==> src/rtl/wave_pkg.sv <==
// Shared types and constants for the waveform-to-I2S transmit path.
package wave_pkg;
    localparam int SAMPLE_W   = 16;
    localparam int SLOTS      = 32;
    localparam int SLOT_W     = $clog2(SLOTS);
    localparam int BIT_IDX_W  = $clog2(SAMPLE_W);
    localparam int UNDERRUN_W = 16;

    typedef logic signed [SAMPLE_W-1:0] sample_t;
    typedef logic [SLOT_W-1:0]          slot_t;

    // Word bit carried by slots 1..31: (16 - slot) mod 16 gives 15..0 for each half-frame.
    function automatic logic [BIT_IDX_W-1:0] slot_bit_idx(input slot_t slot);
        return BIT_IDX_W'(SLOT_W'(SAMPLE_W) - slot);
    endfunction
endpackage

==> src/rtl/i2s_bclk_gen.sv <==
// BCLK divider: toggles bclk_o every CLK_DIV clk cycles and flags the cycle whose edge makes it fall.
module i2s_bclk_gen #(
    parameter int CLK_DIV = 4
) (
    input  logic clk,
    input  logic rst,
    output logic bclk_o,
    output logic fall_o
);
    localparam int CNT_W = (CLK_DIV > 1) ? $clog2(CLK_DIV) : 1;
    localparam logic [CNT_W-1:0] CNT_MAX = CNT_W'(CLK_DIV - 1);

    logic [CNT_W-1:0] div_cnt_q, div_cnt_d;
    logic             bclk_q, bclk_d;
    logic             wrap;

    always_comb begin
        wrap      = (div_cnt_q == CNT_MAX);
        div_cnt_d = wrap ? '0 : div_cnt_q + CNT_W'(1);
        bclk_d    = wrap ? ~bclk_q : bclk_q;
    end

    always_ff @(posedge clk) begin
        if (rst) begin
            div_cnt_q <= '0;
            bclk_q    <= 1'b0;
        end else begin
            div_cnt_q <= div_cnt_d;
            bclk_q    <= bclk_d;
        end
    end

    assign bclk_o = bclk_q;
    // Strobe is high in the cycle before the fall so slot state updates with the same edge.
    assign fall_o = wrap & bclk_q;
endmodule

==> src/rtl/wave_i2s_tx.sv <==
// Mono sample -> stereo I2S serialiser with one-word hold buffer and underrun counter.
// Optional WAVE_I2S_MUTE_EN adds mute_i, which zeroes the word loaded at frame start.
module wave_i2s_tx
    import wave_pkg::*;
#(
    parameter int CLK_DIV = 4
) (
    input  logic                  clk,
    input  logic                  rst,
`ifdef WAVE_I2S_MUTE_EN
    input  logic                  mute_i,
`endif
    input  sample_t               s_data,
    input  logic                  s_valid,
    output logic                  s_ready,
    output logic                  frame_start_o,
    output logic [UNDERRUN_W-1:0] underrun_cnt_o,
    output logic                  bclk_o,
    output logic                  lrclk_o,
    output logic                  sdata_o
);
    logic fall;

    i2s_bclk_gen #(.CLK_DIV(CLK_DIV)) u_bclk_gen (
        .clk    (clk),
        .rst    (rst),
        .bclk_o (bclk_o),
        .fall_o (fall)
    );

    slot_t                 slot_q, slot_d;
    logic                  lrclk_q, lrclk_d;
    logic                  sdata_q, sdata_d;
    logic                  frame_start_q, frame_start_d;
    logic [UNDERRUN_W-1:0] underrun_q, underrun_d;
    sample_t               hold_word_q, hold_word_d;
    logic                  hold_full_q, hold_full_d;
    sample_t               cur_word_q, cur_word_d;
    logic                  accept;

    always_comb begin
        accept        = s_valid & ~hold_full_q;
        slot_d        = slot_q;
        lrclk_d       = lrclk_q;
        sdata_d       = sdata_q;
        frame_start_d = 1'b0;
        underrun_d    = underrun_q;
        hold_word_d   = hold_word_q;
        hold_full_d   = hold_full_q;
        cur_word_d    = cur_word_q;

        if (accept) begin
            hold_word_d = s_data;
            hold_full_d = 1'b1;
        end

        if (fall) begin
            slot_d  = slot_q + SLOT_W'(1);
            lrclk_d = slot_d[SLOT_W-1];
            if (slot_d == '0) begin
                frame_start_d = 1'b1;
                // The outgoing word becomes the previous word; only its LSB is ever sent (slot 0).
                sdata_d = cur_word_q[0];
                if (hold_full_q) begin
                    cur_word_d  = hold_word_q;
                    hold_full_d = 1'b0;
                end else if (underrun_q != '1) begin
                    underrun_d = underrun_q + UNDERRUN_W'(1);
                end
`ifdef WAVE_I2S_MUTE_EN
                if (mute_i) begin
                    cur_word_d = '0;
                end
`endif
            end else begin
                sdata_d = cur_word_q[slot_bit_idx(slot_d)];
            end
        end
    end

    always_ff @(posedge clk) begin
        if (rst) begin
            slot_q        <= '1;
            lrclk_q       <= 1'b1;
            sdata_q       <= 1'b0;
            frame_start_q <= 1'b0;
            underrun_q    <= '0;
            hold_word_q   <= '0;
            hold_full_q   <= 1'b0;
            cur_word_q    <= '0;
        end else begin
            slot_q        <= slot_d;
            lrclk_q       <= lrclk_d;
            sdata_q       <= sdata_d;
            frame_start_q <= frame_start_d;
            underrun_q    <= underrun_d;
            hold_word_q   <= hold_word_d;
            hold_full_q   <= hold_full_d;
            cur_word_q    <= cur_word_d;
        end
    end

    assign s_ready        = ~hold_full_q;
    assign frame_start_o  = frame_start_q;
    assign underrun_cnt_o = underrun_q;
    assign lrclk_o        = lrclk_q;
    assign sdata_o        = sdata_q;
endmodule

==> config.mk <==
export PLATFORM = sky130hd
export DESIGN_NAME = wave_i2s_tx
export DESIGN_NICKNAME = d
export VERILOG_FILES = /design/src/rtl/wave_pkg.sv /design/src/rtl/i2s_bclk_gen.sv /design/src/rtl/wave_i2s_tx.sv
export SDC_FILE = /design/constraint.sdc
export NUM_CORES = 1
export LEC_CHECK = 0
export ABC_AREA = 1
export ABC_CLOCK_PERIOD_IN_PS = 2200
export CAP_MARGIN = 0
export CORE_MARGIN = 3
export CORE_UTILIZATION = 40
export DETAILED_ROUTE_END_ITERATION = 10
export REMOVE_ABC_BUFFERS = 1
export SLEW_MARGIN = 20
export SYNTH_ARGS = -nofsm -noshare
export SYNTH_HDL_FRONTEND = slang
export SYNTH_SLANG_ARGS = --single-unit
==> constraint.sdc <==
create_clock -name clk -period 2.2 [get_ports clk]
set_input_delay 0.44 -clock clk [delete_from_list [all_inputs] [get_ports clk]]
set_output_delay 0.44 -clock clk [all_outputs]
set_load 0.01 [all_outputs]
==> After elaboration in Yosys (flattened, before gate mapping) <==
Cells that the tools add are included.
{ "word_totals": {"wordCells": 35, "regBits": 60, "out_inout_bits": 21} }
{ "classes": {"bitwise": 5, "n_mux": 8, "n_reduce_logical": 5, "add_sub_neg": 4, "magnitude_cmp": 1, "n_eq_ne": 2} }
{ "op_table": {"columns": ["operator", "count"], "rows": [
  ["$add A16 B1 Y16 const B", 1],
  ["$ne A16 B16 Y1 const B", 1],
  ["$mux W1", 7],
  ["$add A5 B1 Y5 const B", 1],
  ["$logic_not A5 Y1", 1],
  ["$lt A4 B5 Y1 const B", 1],
  ["$bmux W1 S4", 1],
  ["$reduce_and A4 Y1", 1],
  ["$reduce_or A2 Y1", 2],
  ["$sub A1 B4 Y4 const A", 1],
  ["$not A1 Y1", 3],
  ["$reduce_and A3 Y1", 1],
  ["$add A2 B1 Y2 const B", 1],
  ["$and A1 B1 Y1", 2],
  ["$eq A2 B2 Y1 const B", 1]
]} }

==> Depth between registers and ports, before layout <==
Gate-level depths: netlist of the first run.
{ "logic_depth": {"depth_word": 6, "depth_mapped": 13} }

==> Hierarchy <==
A second synthesis of the first run with hierarchy kept.
{ "hier_totals": {"hier_cells": 390, "hier_area_um2": 2810.2} }
{ "by_module_without_submodules": {"columns": ["module", "cells_per_inst", "n_inst", "seq_area_each_um2", "area_each_um2"], "rows": [
  ["wave_i2s_tx", 378, 1, 1121.1, 2702.6],
  ["i2s_bclk_gen", 12, 1, 60.1, 107.6]
]} }

==> Worst setup path after synthesis of the first run <==
No wires, ideal clock.
{ "synth_timing": {"path_kind": "flip-flop to flip-flop", "start": "register underrun_q[0] (netlist: underrun_cnt_o[0])", "end": "register underrun_q[6] (netlist: underrun_cnt_o[6])", "slack_ns": 0.564, "setup_time_ns": 0.143, "stages_incl_launch_ff": 10, "arrival_ns": 1.492, "period_less_slack_ns": 1.636, "n_path_buf": 1, "cell_sequence": "dfxtp_1 -> ha_1 -> nand2_1 -> nor2_4 -> nand2_1 -> nor2_1 -> nor2_4 -> buf_8 -> nand3_2 -> a21oi_2"} }
{ "synth_between": {"elab_chain_len": 2, "word_cells_on_any_way": 3, "cone_classes": "add/sub: 1; eq/ne: 1; reduce/logical: 1"} }
{ "synth_lines": {"columns": ["item", "line", "source"], "rows": [
  ["from (decl)", "wave_i2s_tx.sv:35", "logic [UNDERRUN_W-1:0] underrun_q, underrun_d;"],
  ["from (signal assigned)", "wave_i2s_tx.sv:96", "underrun_q <= underrun_d;"],
  ["parallel branches: the longest is 2 deep, another holds $add A16 B1 Y16", null, null]
]} }
Several ways; the timed one is not identified.
A chain may end at the register's enable or synchronous reset.

==> Worst setup path in the final report of the first run <==
{ "layout_timing": {"start": "register slot_q[1]", "end": "register underrun_q[1] (netlist: underrun_cnt_o[1])"} }
{ "layout_between": {"elab_chain_len": 3} }
{ "layout_lines": {"columns": ["item", "line", "source"], "rows": [
  ["from (decl)", "wave_i2s_tx.sv:31", "slot_t slot_q, slot_d;"],
  ["from (signal assigned)", "wave_i2s_tx.sv:92", "slot_q <= slot_d;"],
  ["$add A5 B1 Y5", "wave_i2s_tx.sv:58", "slot_d = slot_q + SLOT_W'(1);"],
  ["$logic_not A5 Y1", "wave_i2s_tx.sv:60", "if (slot_d == '0) begin"],
  ["$reduce_and A4 Y1 (no line)", null, null]
]} }
Every way passes these cells.

==> results of run 1 <==
## worst paths after layout
path	end	slack [ps]	depth (start not counted)
worst max-delay path	underrun_cnt_o[1]	350	9
worst min-delay path	u_bclk_gen.div_cnt_q[0]	450	1
worst max register to register	underrun_cnt_o[1]	350	9
worst min register to register	u_bclk_gen.div_cnt_q[0]	450	1
## routing by layer
metal / global-route usage [%] / vias to the layer above / routed length (µm)
met5: 0 / - / 0
met4: 6.53 / 0 / 82
met3: 3.40 / 9 / 319
met2: 26.3 / 59 / 2930
met1: 20.6 / 1172 / 3090
li1: - / 1411 / -
## state kept, by name, summed over array words and instances (netlist names)
| register | count |
|---|---|
| u_bclk_gen.bclk_o | 1 |
| slot_q | 5 |
| underrun_cnt_o | 16 |
| cur_word_q | 16 |
| hold_word_q | 16 |
| hold_full_q | 1 |
| u_bclk_gen.div_cnt_q | 2 |
| frame_start_o | 1 |
| sdata_o | 1 |
## synth_stat cells, drive strengths merged
library cell | instances | share of area, %
a21oi | 17 | 4.2
a22oi | 1 | 0.26
buf | 7 | 2.1
clkbuf | 7 | 0.90
clkinv | 1 | 0.13
dfxtp | 59 | 40
ha | 3 | 1.3
inv | 27 | 3.6
nand2 | 117 | 15
nand3 | 30 | 8.2
nand4 | 8 | 1.7
nor2 | 93 | 13
nor3 | 1 | 0.17
nor3b | 1 | 0.26
o21ai | 35 | 6.0
o22ai | 2 | 0.43
xnor2 | 3 | 0.90
xor2 | 5 | 1.5
## logic make-up (layout without fill, tap and decap cells)
| logic type | count (synthesis) | after routing | share of synthesized area [%] |
|---|---|---|---|
| xor gates and xnor gates | 8 | 8 | 2.40 |
| DFF | 59 | 59 | 40.4 |
| AOI/OAI and AO/OA | 55 | 55 | 10.9 |
| and+or+nand+nor | 250 | 250 | 38.4 |
| adders and majority gates | 3 | 3 | 1.28 |
| buffers and inverters | 42 | 88 | 6.67 |
## cell type report
cell class | instances | area [µm²] | share of cell area (%)
multi-input cells | 316 | 1550 | 43.0
flip-flops and latches | 59 | 1180 | 32.8
clock buffers | 9 | 124 | 3.44
well taps | 96 | 120 | 3.34
clock inverters | 7 | 91.3 | 2.54
inverters | 28 | 108 | 2.99
repair buffers | 44 | 428 | 11.9
## power breakdown
group / total, mW / switching, mW / internal [mW]
clock: 1.08 / 0.447 / 0.635
sequential: 1.13 / 0.0202 / 1.10
combinational: 0.523 / 0.347 / 0.177
==> metrics.md, run 1 <==
| Metric | Value |
|---|---|
| Status | `completed` |
| Most frequent cells in the layout | `114 x nand2_1, 89 x nor2_1, 59 x dfxtp_1` |
| Core footprint | `0.00694 mm²` |
| H-Tree Level Count | `3` |
| Reg2Reg Launch Point | `slot_q[1]` |
| Inserted Diodes | `0` |
| Unrepaired setup endpoints after global routing | `false` |
| Buf+Inv Stages, Crit Path | `1` |
| Wire length of the first global-routing pass | `11,100 µm` |
| Post-Syn Area | `0.00293 mm²` |
| CTS resizes | `0` |
| Routed vias | `2,651` |
| Die H | `91.5 µm` |
| Worst ir drop on vdd | `0.000341 V` |
| Drt total wl | `6420 µm` |
| Clock tree from TritonCTS | `built` |
| Stage delay of the slowest cell on the critical path | `420 ps` |
| Cell-by-cell trace of the critical path | `ha_1 > nand3_2 > inv_2 > nand2_1 > nand2_2 > nand3_4 > nor2_4 > nand3_1 > a21oi_1` |
| Final clock period utilization by the worst path | `84.3%` |
| Sinks on the clock net | `59` |
| Crit path kind | `reg -> reg` |
| Fraction of the yosys area taken by sequential cells | `40.4%` |
| Clock transition at the registers of the reported paths | `70 ps` |
| Fillcell total | `700` |
| Mapped Avg Cell Area | `7.02 µm²` |
| Max-cap viol count | `0` |
| Cell Count, Final, Fillers Out | `559` |
| Final Max Tran Viols | `0` |
| Clock Latency Late Sink | `330 ps` |
| Signed area change from the synthesized netlist to the final layout | `23.1%` |
| Count of unique library cells instantiated by Yosys | `30` |
| WL/cell | `11.5 µm` |
| Detailed router's first-iteration violation count | `80` |
| Worst hold-check slack | `448 ps` |
| Weighted congestion reported at the end of routability-driven placement | `0.854` |
| Layout net count | `480` |
| Vias per Instance | `4.74` |
| Number of hold buffers added after CTS | `0` |
| Flops & latches, synth | `59` |
| Largest buffer count on any clock path | `2` |
| F_max | `539 MHz` |
| Antenna violations before repair | `0` |
| Setup Viol. Count Final | `0` |
| Final worst clock skew | `7.15 ps` |
| Max transition margin | `65.7%` |
| Fin area | `0.00360 mm²` |
| Synth warn | `0` |
| Data required time at the worst endpoint | `2470 ps` |
| CP Launch Point | `slot_q[1]` |
| Utilization after layout | `51.9%` |
| Remaining number of nets flagged by the antenna check after routing | `0` |
| Starting utilization of the core area | `42.1%` |
| Least-Margin Pin Slew | `514 ps` |
| Floorplan row count | `30` |
| Top cell family by delay on the critical path | `simple AND/OR/NAND/NOR gates` |
| Cts bufs inserted | `9` |
| PnR Total Power | `2.73 mW` |
| Crit path time final | `1850 ps` |
| Total Neg Setup Slack | `0 ps` |
| Worst min path class | `reg -> reg` |
| Commonest non-fill, non-tap cell in the layout | `nand2_1` |
| I/O Pins | `40` |
| Maximum fanout count along the critical path | `16` |
| Post-route DRC | `0` |
| Die area | `0.00838 mm²` |
| Pre-CTS setup slack | `394 ps` |
| Die Width | `91.5 µm` |
| Cells after Synth | `417` |
| Static leakage | `1.44 nW` |
| Hold Fails Final Rpt | `0` |
| Pre-antenna DRT Iters | `7` |
| IO Port Bufs | `39` |
| Beginning of the worst hold path | `u_bclk_gen.div_cnt_q[0]` |
| Layout cells sized above 1 | `11.9%` |
| Crit end category | `flop` |
| Power per standard cell area | `758 mW/mm²` |
| Placed inst area | `0.00339 mm²` |
| Clock tree root buffer cell | `clkbuf_8` |
| HPWL reported at the end of detailed placement | `4520 µm` |
| Number of global-route vias before repair | `2,413` |
| Remaining global-route overflow | `0` |
| CP max stage cell | `nor2_4` |
| Crit path setup slack, layout | `346 ps` |
| Startpoint type of the worst setup path | `flop` |
| WP data arrival | `2120 ps` |
| Total routing resource utilization after global routing | `16.1%` |
| DP Cell Count | `543` |
| Pin count of the biggest net entering global routing | `34` |
| Post-CTS setup buffers | `0` |
Power figures use the tool's default switching activity.
==> run 2: changes to the inputs <==
--- a/config.mk
+++ b/config.mk
@@ -6,7 +6,7 @@
 export NUM_CORES = 1
 export LEC_CHECK = 0
 export ABC_AREA = 1
-export ABC_CLOCK_PERIOD_IN_PS = 2200
+export ABC_CLOCK_PERIOD_IN_PS = 1700
 export CAP_MARGIN = 0
 export CORE_MARGIN = 3
 export CORE_UTILIZATION = 40
==> constraint.sdc (replaced) <==
create_clock -name clk -period 1.7 [get_ports clk]
set_input_delay 0.34 -clock clk [delete_from_list [all_inputs] [get_ports clk]]
set_output_delay 0.34 -clock clk [all_outputs]
set_load 0.01 [all_outputs]
==> run 2 against run 1 <==
  * Worst setup slack lost 310 ps
  * Global-route usage grew 0.53 points
  * Non-clock buffer count is 23 higher
  * Sequential cell count stayed put
  * Sequential power grew 30%
  * Routed wire length rose by 11%
  * Register-to-register slack got worse by 290 ps
  * Via count rose by 5.2%
  * Sequential share of layout area is 2.4 points lower
  * Combinational power up 83%
  * Clock skew shrank 1.5 ps
==> metrics.md, run 2 (synthesis gave the netlist of run 1 again) <==
| Metric | Value |
|---|---|
| Status | `completed` |
| Setup Viol. Count Final | `0` |
| Remaining number of nets flagged by the antenna check after routing | `0` |
| Final clock period utilization by the worst path | `97.9%` |
| Cell Count, Final, Fillers Out | `584` |
| End of the worst hold path | `u_bclk_gen.div_cnt_q[0]` |
| Pin count of the biggest net entering global routing | `34` |
| Sinks on the clock net | `59` |
| I/O Pins | `40` |
| Least-Margin Pin Slew | `503 ps` |
| Net switching component of the power | `1.17 mW` |
| Seq pwr share | `39.4%` |
| Final Max Tran Viols | `0` |
| Fillcell total | `690` |
| Crit end category | `output pin` |
| Layout cells sized above 1 | `20.5%` |
| Cts bufs inserted | `9` |
| R2r worst-path depth | `9` |
| Signed area change from the synthesized netlist to the final layout | `34.0%` |
| Worst min path class | `reg -> reg` |
| Die H | `91.5 µm` |
| Commonest non-fill, non-tap cell in the layout | `nand2_1` |
| Remaining global-route overflow | `0` |
| Clock Latency Late Sink | `350 ps` |
| HPWL reported at the end of detailed placement | `4710 µm` |
| Reg2Reg Launch Point | `slot_q[0]` |
| Total routing resource utilization after global routing | `16.7%` |
| WL/cell | `12.2 µm` |
| Static leakage | `1.73 nW` |
| Max-cap viol count | `0` |
| Footprint of the multi-input gates | `0.00164 mm²` |
| Portion of total power attributed to combinational logic | `25.6%` |
| Worst hold-check slack | `431 ps` |
| Starting utilization of the core area | `42.1%` |
| Core footprint | `0.00694 mm²` |
| Buf+Inv Stages, Crit Path | `1` |
| Wire length of the first global-routing pass | `11,300 µm` |
| Stage delay of the slowest cell on the critical path | `570 ps` |
| Weighted congestion reported at the end of routability-driven placement | `0.812` |
| Layout net count | `505` |
| Startpoint type of the worst setup path | `flop` |
| Hold Path Depth | `1` |
| Drt total wl | `7100 µm` |
| F_max | `601 MHz` |
| Max transition margin | `66.5%` |
| Die area | `0.00838 mm²` |
| Largest buffer count on any clock path | `2` |
| Floorplan row count | `30` |
| Clock tree from TritonCTS | `built` |
| Data required time at the worst endpoint | `1360 ps` |
| Post-route DRC | `0` |
| Die Width | `91.5 µm` |
| Pre-antenna DRT Iters | `4` |
| IO Port Bufs | `39` |
| Antenna violations before repair | `0` |
| CP max stage cell | `clkdlybuf4s50_1` |
| Register area | `0.00119 mm²` |
| Cell-by-cell trace of the critical path | `clkdlybuf4s50_1` |
| Maximum fanout count along the critical path | `5` |
| Clock network fraction of total power | `35.0%` |
| Beginning of the worst hold path | `u_bclk_gen.div_cnt_q[0]` |
| Inserted Diodes | `0` |
| Net switching share of the total power | `31.4%` |
| Clock transition at the registers of the reported paths | `70 ps` |
| PnR Total Power | `3.72 mW` |
| DP Cell Count | `559` |
| H-Tree Level Count | `3` |
| Power per standard cell area | `950 mW/mm²` |
| Worst r2r dst | `cur_word_q[13]` |
| Final worst clock skew | `5.69 ps` |
| Reg-to-reg slack, setup | `60 ps` |
| Internal power contribution | `2.56 mW` |
| Top cell family by delay on the critical path | `buffers and inverters` |
| Hold Fails Final Rpt | `0` |
| Worst ir drop on vdd | `0.000512 V` |
| Crit path time final | `1660 ps` |
| Most frequent cells in the layout | `112 x nand2_1, 87 x nor2_1, 52 x dfxtp_1` |
| Crit path kind | `reg -> out` |
| WP data arrival | `1320 ps` |
| Vias per Instance | `4.77` |
| Clock tree root buffer cell | `clkbuf_8` |
| Detailed router's first-iteration violation count | `118` |
| Routed vias | `2,788` |
| Number of global-route vias before repair | `2,477` |
## run 2: changes by cell type in the layout (fill, tap and decap cells not counted), moves of 3 or more
| cell | previous run | this run |
|---|---|---|
| nand3_4 | 2 | 5 |
| dlymetal6s2s_1 | 0 | 9 |
| o21ai_1 | 10 | 6 |
| dfxtp_1 | 59 | 52 |
| o21ai_2 | 0 | 7 |
| dfxtp_2 | 0 | 6 |
| clkdlybuf4s50_1 | 39 | 26 |
| buf_4 | 5 | 24 |
| dlygate4sd2_1 | 0 | 4 |
| o21ai_0 | 25 | 22 |
## run 2: layout make-up
| cell class | count | share of cell area (%) |
|---|---|---|
| multi-input cells | 318 | 41.8 |
| flip-flops and latches | 59 | 30.4 |
| repair buffers | 67 | 16.6 |
| clock buffers | 10 | 3.51 |
| well taps | 96 | 3.06 |
| inverters | 28 | 2.97 |
| clock inverters | 6 | 1.63 |
## run 2: worst max path at each step
| stage | from | end | cells past startpoint |
|---|---|---|---|
| 3_3_place_gp | slot_q[0] | cur_word_q[0] | 9 |
| 4_1_cts | underrun_cnt_o[8] | underrun_cnt_o[8] | 2 |
| 5_1_grt | slot_q[0] | cur_word_q[13] | 9 |
| 2_1_floorplan | u_bclk_gen.div_cnt_q[0] | underrun_cnt_o[10] | 6 |
| 6_report | underrun_cnt_o[14] | underrun_cnt_o[14] | 1 |
| 3_5_place_dp | slot_q[2] | cur_word_q[13] | 8 |
## run 2: repair_timing
item,in CTS,in global routing
gates resized for setup,9,36
hold buffers,0,0
pin swaps,0,9
gates cloned,0,2
endpoints found under the setup margin,9,43
buffers inserted,0,7
## run 2: metal layers
layer / vias up / part of all wire [%] / GRT usage [%]
li1: 1477 / - / -
met1: 1246 / 47 / 20.9
met2: 56 / 47 / 27.1
met3: 9 / 4.1 / 3.73
met4: 0 / 1.7 / 7.54
met5: - / 0 / 0
## run 2: through the flow
stage          setup TNS (ps)  setup WS (ps)  util (%)  cell area [µm²]
6_report                    0           35.4      56.5             3920
5_1_grt                 -81.6          -26.0      56.5             3920
4_1_cts                     0           4.33      53.8             3730
3_5_place_dp                0           20.0      50.8             3530
3_3_place_gp                0           73.4      50.8             3530
2_1_floorplan           -2080           -139         -             2840
## run 2: power groups by stage
stage,sequential [mW],combinational (mW),clock [mW]
2_1_floorplan,1.49,0.474,0
3_3_place_gp,1.49,0.769,0
3_5_place_dp,1.49,0.770,0
4_1_cts,1.46,0.772,1.33
5_1_grt,1.47,1.03,1.38
6_report,1.47,0.955,1.30
==> run 3: changes to the inputs <==
--- a/config.mk
+++ b/config.mk
@@ -5,14 +5,13 @@
 export SDC_FILE = /design/constraint.sdc
 export NUM_CORES = 1
 export LEC_CHECK = 0
-export ABC_AREA = 1
 export ABC_CLOCK_PERIOD_IN_PS = 1700
 export CAP_MARGIN = 0
 export CORE_MARGIN = 3
 export CORE_UTILIZATION = 40
 export DETAILED_ROUTE_END_ITERATION = 10
 export REMOVE_ABC_BUFFERS = 1
-export SLEW_MARGIN = 20
+export SKIP_LAST_GASP = 1
 export SYNTH_ARGS = -nofsm -noshare
 export SYNTH_HDL_FRONTEND = slang
 export SYNTH_SLANG_ARGS = --single-unit
==> run 3 against run 2 <==
  * The run now ends with setup timing left
  * Fmax decreased by 18%
  * Utilization grew 0.96 points
  * Count of clock-buffer cells in the layout up 3
  * Synthesized cell count decreased by 35%
  * Final area is 11% lower
  * Clock power is 21% lower
  * Synthesized area fell by 13%
  * Non-clock buffer count rose by 8
  * Die area down 12%
  * Combinational power shrank 81%
  * Sequential share of layout area is 3.6 points higher
  * Largest power group unchanged
==> metrics.md, run 3 <==
| Metric | Value |
|---|---|
| Die area | `0.00738 mm²` |
| Data required time at the worst endpoint | `1950 ps` |
| Final clock period utilization by the worst path | `119%` |
| Clock tree from TritonCTS | `built` |
| Mapped Avg Cell Area | `9.39 µm²` |
| Weighted congestion reported at the end of routability-driven placement | `0.747` |
| CP Depth | `7` |
| Sinks on the clock net | `59` |
| F_max | `495 MHz` |
| Final worst clock skew | `7.58 ps` |
| Remaining number of nets flagged by the antenna check after routing | `0` |
| Failing checks | `setup timing` |
| Commonest register cell after synthesis | `dfxtp_1` |
| Max-cap viol count | `0` |
| Startpoint type of the worst setup path | `flop` |
| Core footprint | `0.00606 mm²` |
| Layout net count | `365` |
| Unrepaired setup endpoints after global routing | `true` |
| Inserted Diodes | `0` |
| Fraction of the yosys area taken by sequential cells | `46.2%` |
| Reg-to-reg slack, setup | `-320 ps` |
| Hold Fails Final Rpt | `0` |
| Area leader, netlist | `dfxtp_1` |
| CP Launch Point | `slot_q[0]` |
| Leading cell type by number of instances after synthesis | `dfxtp_1` |
| Cells after Synth | `272` |
| Post-route DRC | `0` |
| Total routing resource utilization after global routing | `15.7%` |
| Pre-antenna DRT Iters | `4` |
| I/O Pins | `40` |
| Most frequent cells in the layout | `57 x dfxtp_1, 41 x nand2_1, 38 x nor2_1` |
| Largest buffer count on any clock path | `2` |
| Synth warn | `0` |
| Crit path time final | `2020 ps` |
| Crit end category | `flop` |
| Max transition margin | `75.4%` |
| CP max stage cell | `or4b_1` |
| IO Port Bufs | `39` |
| Clock Latency Late Sink | `330 ps` |
| Count of unique library cells instantiated by Yosys | `39` |
| Least-Margin Pin Slew | `369 ps` |
| Cell-by-cell trace of the critical path | `ha_4 > nor4bb_4 > a31oi_2 > o211a_1 > or4b_1 > a31o_1 > a211oi_2` |
| Number of global-route vias before repair | `2,026` |
| Share of async-settable or async-resettable flops after synthesis | `0%` |
| Cell types with the highest counts after synthesis | `59 x dfxtp_1, 42 x nand2_1, 38 x nor2_1` |
| Worst r2r dst | `sdata_o` |
| Flops & latches, synth | `59` |
| Die Width | `85.9 µm` |
| End point of the critical path | `sdata_o` |
| WL/cell | `12.9 µm` |
| Die H | `85.9 µm` |
| Area share of the leading cell type in the synthesized netlist | `46.2%` |
| H-Tree Level Count | `3` |
| Worst ir drop on vdd | `0.000512 V` |
| Remaining global-route overflow | `0` |
| Status | `finished, violations left` |
| Vias per Instance | `4.80` |
| Pin count of the biggest net entering global routing | `60` |
| Fin area | `0.00348 mm²` |
| Wire length of the first global-routing pass | `9220 µm` |
| Cts bufs inserted | `9` |
| Utilization after layout | `57.4%` |
| Maximum fanout count along the critical path | `4` |
| Top cell family by delay on the critical path | `simple AND/OR/NAND/NOR gates` |
| WP data arrival | `2270 ps` |
| Layout cells sized above 1 | `17.7%` |
| DP Cell Count | `400` |
| Setup Viol. Count Final | `33` |
| Stage delay of the slowest cell on the critical path | `510 ps` |
| Antenna violations before repair | `0` |
| Signed area change from the synthesized netlist to the final layout | `36.2%` |
| Cell Count, Final, Fillers Out | `420` |
| Static leakage | `1.39 nW` |
| Reg2Reg Launch Point | `slot_q[0]` |
| Commonest non-fill, non-tap cell in the layout | `dfxtp_1` |
| R2r worst-path depth | `7` |
| Clock transition at the registers of the reported paths | `60 ps` |
| Buf+Inv Stages, Crit Path | `0` |
| Detailed router's first-iteration violation count | `85` |
| Placed inst area | `0.00319 mm²` |
| Clock tree root buffer cell | `clkbuf_8` |
| Crit path kind | `reg -> reg` |
| Starting utilization of the core area | `42.2%` |
| Crit path setup slack, layout | `-319 ps` |
| Floorplan row count | `28` |
| Routed vias | `2,018` |
| Total Neg Setup Slack | `-5470 ps` |
| Largest cells by area after synthesis | `dfxtp_1 46%, mux2i_1 6.7%, nand2_1 6.2%, nor2_1 5.6%, xor2_1 4.8%` |
| HPWL reported at the end of detailed placement | `3530 µm` |
| Power per standard cell area | `761 mW/mm²` |
| Number of synthesized flops with an enable pin | `0` |
| Worst min path class | `reg -> reg` |
| Post-Syn Area | `0.00255 mm²` |
| PnR Total Power | `2.65 mW` |
| Drt total wl | `5420 µm` |
| Final Max Tran Viols | `0` |
## run 3: how the worst min path moves through the flow
stage | from | to | slack (ps) | depth (start not counted)
2_1_floorplan | u_bclk_gen.div_cnt_q[0] | u_bclk_gen.div_cnt_q[0] | 400 | 1
3_3_place_gp | u_bclk_gen.div_cnt_q[0] | u_bclk_gen.div_cnt_q[0] | 420 | 1
3_5_place_dp | u_bclk_gen.div_cnt_q[0] | u_bclk_gen.div_cnt_q[0] | 440 | 1
4_1_cts | u_bclk_gen.div_cnt_q[0] | u_bclk_gen.div_cnt_q[0] | 450 | 1
5_1_grt | u_bclk_gen.div_cnt_q[0] | u_bclk_gen.div_cnt_q[0] | 470 | 1
6_report | u_bclk_gen.div_cnt_q[0] | u_bclk_gen.div_cnt_q[0] | 440 | 1
## run 3: layout make-up
class                   instances  area (µm²)
clock buffers                  13         149
fillers                       550        2580
inverters                       3        11.3
multi-input cells             195        1330
flip-flops and latches         59        1180
well taps                      75        93.8
repair buffers                 75         712
## run 3: what timing repair did
item                       CTS  global route
pin swaps                    3             4
gates cloned                 2             0
setup endpoints to repair   35            37
hold buffers                 0             0
buffers inserted             3             2
resized for setup           14             4
## run 3: worst reg2reg max path: stages, from the launching register on
cell and delay [ps]:
dfxtp_2 330, ha_4 260, nor4bb_4 270, a31oi_2 70
o211a_1 150, or4b_1 510, a31o_1 200, a211oi_2 160
## run 3: layer usage
layer / vias to the layer above / wire (µm) / GRT usage [%]
met5: - / 0 / 0
met4: 0 / 46 / 6.47
met3: 4 / 203 / 4.03
met1: 916 / 2720 / 21.2
li1: 1068 / - / -
met2: 30 / 2450 / 23.7
## run 3: power breakdown
part / internal [mW] / switching [mW] / leakage [nW] / total, mW
sequential: 1.42 / 0.0180 / 0.478 / 1.43
combinational: 0.0974 / 0.0837 / 0.837 / 0.181
clock: 0.546 / 0.487 / 0.0754 / 1.03
## run 3: logic make-up after synthesis
kind of cell | after synthesis | synth area share (%)
xor gates and xnor gates | 20 | 6.86
muxes | 21 | 10.8
and+or+nand+nor | 122 | 22.5
AOI/OAI and AO/OA | 28 | 7.98
DFF | 59 | 46.2
adders and majority gates | 3 | 1.47
buffers and inverters | 19 | 4.16
## run 3: per-stage QoR
step	worst slack, ps	hold slack [ps]
finish	-319	440
global placement	-357	415
floorplan	-552	400
detailed placement	-419	440
global route	-382	465
CTS	-318	449
